`src/rtl/mul32p_issue.sv`:
```
// Issue/collect stage around the fixed-latency pipelined multiplier mul32p: credit-limited
// request issue, tag tracking and a result FIFO. Optional macro MUL32P_ISSUE_BYPASS_EN.
module mul32p_issue #(
  parameter int LAT   = 8,
  parameter int DEPTH = 8,
  parameter int TW    = 4
) (
  input  logic          clk,
  input  logic          rst,
  input  logic          in_valid,
  output logic          in_ready,
  input  logic [31:0]   in_a,
  input  logic [31:0]   in_b,
  input  logic          in_mode,
  input  logic [TW-1:0] in_tag,
  output logic [31:0]   mul_a,
  output logic [31:0]   mul_b,
  output logic          mul_mode,
  input  logic [31:0]   mul_lo,
  input  logic [31:0]   mul_hi,
  output logic          out_valid,
  input  logic          out_ready,
  output logic [31:0]   out_lo,
  output logic [31:0]   out_hi,
  output logic          out_mode,
  output logic [TW-1:0] out_tag
);
  localparam int CW = $clog2(DEPTH + 1);
  localparam int PW = (DEPTH > 1) ? $clog2(DEPTH) : 1;

  typedef struct packed {
    logic          valid;
    logic          mode;
    logic [TW-1:0] tag;
  } trk_t;

  typedef struct packed {
    logic [31:0]   hi;
    logic [31:0]   lo;
    logic          mode;
    logic [TW-1:0] tag;
  } ent_t;

  logic [CW-1:0] cnt;
  trk_t          trk [LAT+1];
  ent_t          mem [DEPTH];
  logic [PW-1:0] wr_ptr;
  logic [PW-1:0] rd_ptr;
  logic [CW-1:0] fifo_cnt;
  logic          accept;
  logic          pop;
  logic          fifo_wr;
  logic          fifo_rd;
  logic          fifo_empty;
  ent_t          cap;
  ent_t          head;

  function automatic logic [PW-1:0] next_ptr(input logic [PW-1:0] p);
    return (p == PW'(DEPTH - 1)) ? '0 : p + 1'b1;
  endfunction

  // Credits cover everything in flight plus everything queued, so the FIFO can never overflow.
  assign in_ready   = !rst && (cnt < CW'(DEPTH));
  assign accept     = in_valid && in_ready;
  assign fifo_empty = (fifo_cnt == '0);
  assign cap        = {mul_hi, mul_lo, trk[LAT].mode, trk[LAT].tag};

  // NOTE: every always_comb output gets a default first so no latch is inferred.
  always_comb begin
    head      = '0;
    out_valid = 1'b0;
    if (!fifo_empty) begin
      head      = mem[rd_ptr];
      out_valid = 1'b1;
    end
`ifdef MUL32P_ISSUE_BYPASS_EN
    if (fifo_empty && trk[LAT].valid) begin
      head      = cap;
      out_valid = 1'b1;
    end
`endif
  end

  assign pop     = out_valid && out_ready;
  assign fifo_rd = pop && !fifo_empty;
`ifdef MUL32P_ISSUE_BYPASS_EN
  assign fifo_wr = trk[LAT].valid && !(fifo_empty && pop);
`else
  assign fifo_wr = trk[LAT].valid;
`endif

  assign out_hi   = head.hi;
  assign out_lo   = head.lo;
  assign out_mode = head.mode;
  assign out_tag  = head.tag;

  // NOTE: sequential state uses non-blocking assignments so every register sees pre-edge values.
  always_ff @(posedge clk) begin
    if (rst) begin
      cnt      <= '0;
      mul_a    <= '0;
      mul_b    <= '0;
      mul_mode <= 1'b0;
      wr_ptr   <= '0;
      rd_ptr   <= '0;
      fifo_cnt <= '0;
      for (int i = 0; i <= LAT; i++) trk[i] <= '0;
    end else begin
      if (accept && !pop)      cnt <= cnt + 1'b1;
      else if (!accept && pop) cnt <= cnt - 1'b1;

      if (accept) begin
        mul_a    <= in_a;
        mul_b    <= in_b;
        mul_mode <= in_mode;
      end

      trk[0] <= '{valid: accept, mode: in_mode, tag: in_tag};
      for (int i = 1; i <= LAT; i++) trk[i] <= trk[i-1];

      if (fifo_wr) wr_ptr <= next_ptr(wr_ptr);
      if (fifo_rd) rd_ptr <= next_ptr(rd_ptr);
      if (fifo_wr && !fifo_rd)      fifo_cnt <= fifo_cnt + 1'b1;
      else if (!fifo_wr && fifo_rd) fifo_cnt <= fifo_cnt - 1'b1;
    end
  end

  // NOTE: storage is not reset; the occupancy count alone decides what is valid.
  always_ff @(posedge clk) begin
    if (fifo_wr) mem[wr_ptr] <= cap;
  end
endmodule

```
`config.mk`:
```
export PLATFORM = sky130hd
export DESIGN_NAME = mul32p_issue
export DESIGN_NICKNAME = d
export VERILOG_FILES = /design/src/rtl/mul32p_issue.sv
export SDC_FILE = /design/constraint.sdc
export NUM_CORES = 1
export LEC_CHECK = 0
export ABC_AREA = 1
export CORE_MARGIN = 2
export CORE_UTILIZATION = 57
export CTS_CLUSTER_SIZE = 20
export DETAILED_ROUTE_END_ITERATION = 10
export PLACE_DENSITY = 0.9
export SYNTH_ARGS = -nofsm -noshare
export SYNTH_HDL_FRONTEND = slang
export SYNTH_SLANG_ARGS = --single-unit
```
`constraint.sdc`:
```
create_clock -name clk -period 5.8 [get_ports clk]
set_clock_uncertainty 0.2 [all_clocks]
set_input_delay 0.87 -clock clk [delete_from_list [all_inputs] [get_ports clk]]
set_output_delay 0.87 -clock clk [all_outputs]
set_load 0.05 [all_outputs]
```
==> key figures <==
Route
  • Post-route DRC: 0
  • Drt total wl: between 60000 and 70000 µm
  • Antenna-violating nets left: 0
  • Drt via density: around 5.2
  • WL/cell: around 17 µm
  • Initial detailed-routing violation count: approximately 1800
  • First-pass detailed-route iteration total: 5
  • Routed vias: between 15000 and 20000

Setup path
  • R2R cell count: 12
  • Critical Path AT: 3790 ps
  • Req. time, crit path: 4730 ps
  • CP Launch Type: flop
  • Worst-path maximum fanout: 130
  • Crit Path Category: flop to primary output
  • R2r setup slk: 2190 ps
  • Crit end category: primary output
  • Worst r2r src: fifo_cnt[0]
  • FF-to-FF End: fifo_cnt[3]

Timing
  • Slew headroom: a little under a quarter
  • Crit path time final: between 4000 and 5000 ps
  • Fmax: around 0.21 GHz
  • Final Hold Vio Count: 0
  • TNS Setup: 0 ps
  • Hold_ws: 184 ps
  • Final Setup Violations: 0
  • Worst slew pin tran: roughly 1200 ps
  • Fin crit share: about 84%
  • RSZ-0062 raised after global routing: no
  • Slew Limit Fails: 0

Flow run
  • Max-Cap Viols: 0

Clock network
  • TritonCTS clock tree: yes
  • Clk Latency, worst-skew pair: slightly above 600 ps
  • Clock Path Buffers: 3
  • H-tree depth: 3
  • Clock Sink Count: approximately 690
  • Hold Buf Count CTS: 0
  • CTS clk-pin slew, worst paths: 60 ps
  • Post-CTS Resized: 0
  • Clock Tree Root: clkbuf_16
  • Post-CTS setup buffer count: 0
  • Num CTS Buffers: 70

Power and ir drop
  • Pwr dens: 412 nW/µm²
  • Peak supply drop: 0.260 mV
  • Leakage Power: 13.9 nW
  • Switching share of total power: between 30% and 40%
  • Internal: roughly 0.0092 W
  • Clock power frac: 31.9%
  • Sequential share of power: approximately 40%
  • Logic pwr share: 27.8%
  • Design Power: ~0.014 W
  • Sw power: approximately 0.0047 W

Synth
  • Top-area cell type share of the netlist area: between 50 and 60%
  • Yosys warns: 0
  • Top cells by count, synth: 1121 x nand2_1, 552 x edfxtp_1, 346 x inv_1
  • Number of synthesized flops with an enable pin: ~550
  • FF+latch count, synth: ~700
  • Sequential share of the synthesized area: 68.4%
  • Synth Area in Compound Gates: 1.44%
  • Synth Area in Adders: 0.586%
  • Largest family of logic cells by synthesized area: simple AND/OR/NAND/NOR gates
  • Simple-Gate Fraction of Synth Area: 21.7%
  • Area leader, netlist: edfxtp_1
  • Most frequent cell after synthesis: nand2_1
  • Synth Area in XOR/XNOR: 0.0932%
  • Synth cell types: 24
  • Syn_nets: just under 3000
  • Mapped Avg Cell Area: 9.96 µm²
  • Asr flop ratio synth: 0%
  • Leading post-synthesis cells by cell area: edfxtp_1 59%, nand2_1 15%, dfxtp_1 9.7%, inv_1 4.6%, nand3_1 3.8%
  • Multiplexer share of the synthesized area: 0%
  • Area of the mapped netlist: approximately 28000 µm²
  • Post-Synthesis Cells: roughly 2800
  • Top FF cell, synth: edfxtp_1

Placed design
  • GPL Wtd Cong: between 0.7 and 0.8
  • Buffers added on ports: between 200 and 300
  • Final HPWL DP: about 36000 µm
  • DP Area: 31300 µm²
  • Placed cell count: 3652

Final layout
  • Final Cell Area: approximately 34000 µm²
  • Area growth syn-to-layout: 19.0%
  • Post-route insts no fill: 3783
  • Fin nets: roughly 3200
  • Fillers: between 3000 and 4000
  • Layout cells sized above 1: 4.81%

Global route
  • Initial antenna violation count: 6
  • Vias in the first global route: 19400
  • Global-route wire length before repair: roughly 100000 µm
  • GRT Overall Usage: about 26%
  • Pin count of the biggest net entering global routing: approximately 130
  • Total congestion overflow: 0

Floorplan
  • Die Height: approximately 230 µm
  • # IOs: about 270
  • Initial Util: 57.7%
  • Row cnt: just over 80
  • Die W: 226 µm
  • Die ar.: approximately 51000 µm²
  • Core footprint: roughly 49000 µm²

Min path
  • Worst Hold Launch: trk[0][6]
  • Hold Crit Depth: 2
  • Hold Path Sink: trk[0][12]
  • Hold Path Class: flop to flop

Status
  • Outcome: finished clean
==> metal layers <==
layer  routed length, µm  vias to the layer above  part of all wire [%]  global-route usage (%)
met1               24500                     9281                    38                    30.5
met2               32200                      909                    50                    44.0
li1                    -                     9420                     -                       -
met3                6200                      144                   9.5                    6.39
met4                2000                       10                   3.1                    10.9
met5                  62                        -                 0.095                       0
==> power by group through the flow <==
stage | clock, W | combinational (W) | sequential [W]
CTS | 0.00447 | 0.00385 | 0.00557
finish | 0.00442 | 0.00385 | 0.00557
detailed placement | 0 | 0.00381 | 0.00567
global placement | 0 | 0.00373 | 0.00567
global route | 0.00466 | 0.00416 | 0.00558
floorplan | 0 | 0.00248 | 0.00585
==> through the flow <==
step / setup slack [ps] / utilization [%]
after global placement: 1650 / 64.0
after global routing: 739 / 68.7
after CTS: 942 / 68.7
after detailed placement: 1590 / 64.0
after floorplan: 1480 / -
final: 940 / 68.7
==> layout make-up <==
type	instances	area (µm²)	share of cell area (%)
multi-input cells	1652	6810	20.3
diodes	3	7.51	0.0224
well taps	664	831	2.48
flip-flops and latches	688	19300	57.5
clock buffers	96	1990	5.93
clock inverters	32	282	0.839
repair buffers	300	3020	8.99
inverters	348	1320	3.92
==> placed cells by master (no fill, tap or decap), types with 3 or more instances in the layout <==
cell type and count:
inv_1 345, dfxtp_1 133, clkbuf_1 15, diode_2 3, clkinvlp_4 5, inv_6 3
clkdlybuf4s50_1 271, or2_2 3, clkinv_2 8, nor2_1 206, clkbuf_8 5, a21oi_1 9
nand3_1 214, dfxtp_4 3, bufinv_16 4, clkinv_1 11, nand2_1 1121, buf_4 21
edfxtp_1 552, xor2_1 3, clkbuf_16 74, nor2_4 8, o21ai_0 72, buf_12 7
ha_1 10
==> cell families (layout without fill, tap and decap cells) <==
family / Yosys count / in the layout
buf+inv: 490 / 776
other cells: 0 / 3
compound gates: 81 / 81
simple gates: 1556 / 1556
fa+ha+maj: 12 / 12
xor+xnor: 3 / 3
flops: 688 / 688
==> state kept, by name, indices dropped and copies added, names as in the netlist, named ones only <==
register  count
trk          54
mul_a        32
cnt           4
mul_mode      1
fifo_cnt      4
mem         552
mul_b        32
rd_ptr        3
wr_ptr        3
==> how the worst max path moves through the flow <==
stage	to	depth (start not counted)
final	out_hi[5]	9
after detailed placement	out_hi[6]	8
after global placement	out_hi[6]	8
after floorplan	mem[0][0]	3
after CTS	out_hi[6]	8
after global routing	out_hi[6]	8
==> worst max-delay path, cell delays in order, from the launching register on <==
cell,delay (ps)
dfxtp_4,510
inv_8,610
buf_4,480
nand2_1,130
nand2_1,80
nand2_1,60
nand2_1,60
nor2_1,40
nor2_1,240
clkdlybuf4s50_1,860
Note: power is estimated with default switching activity, not from simulation.
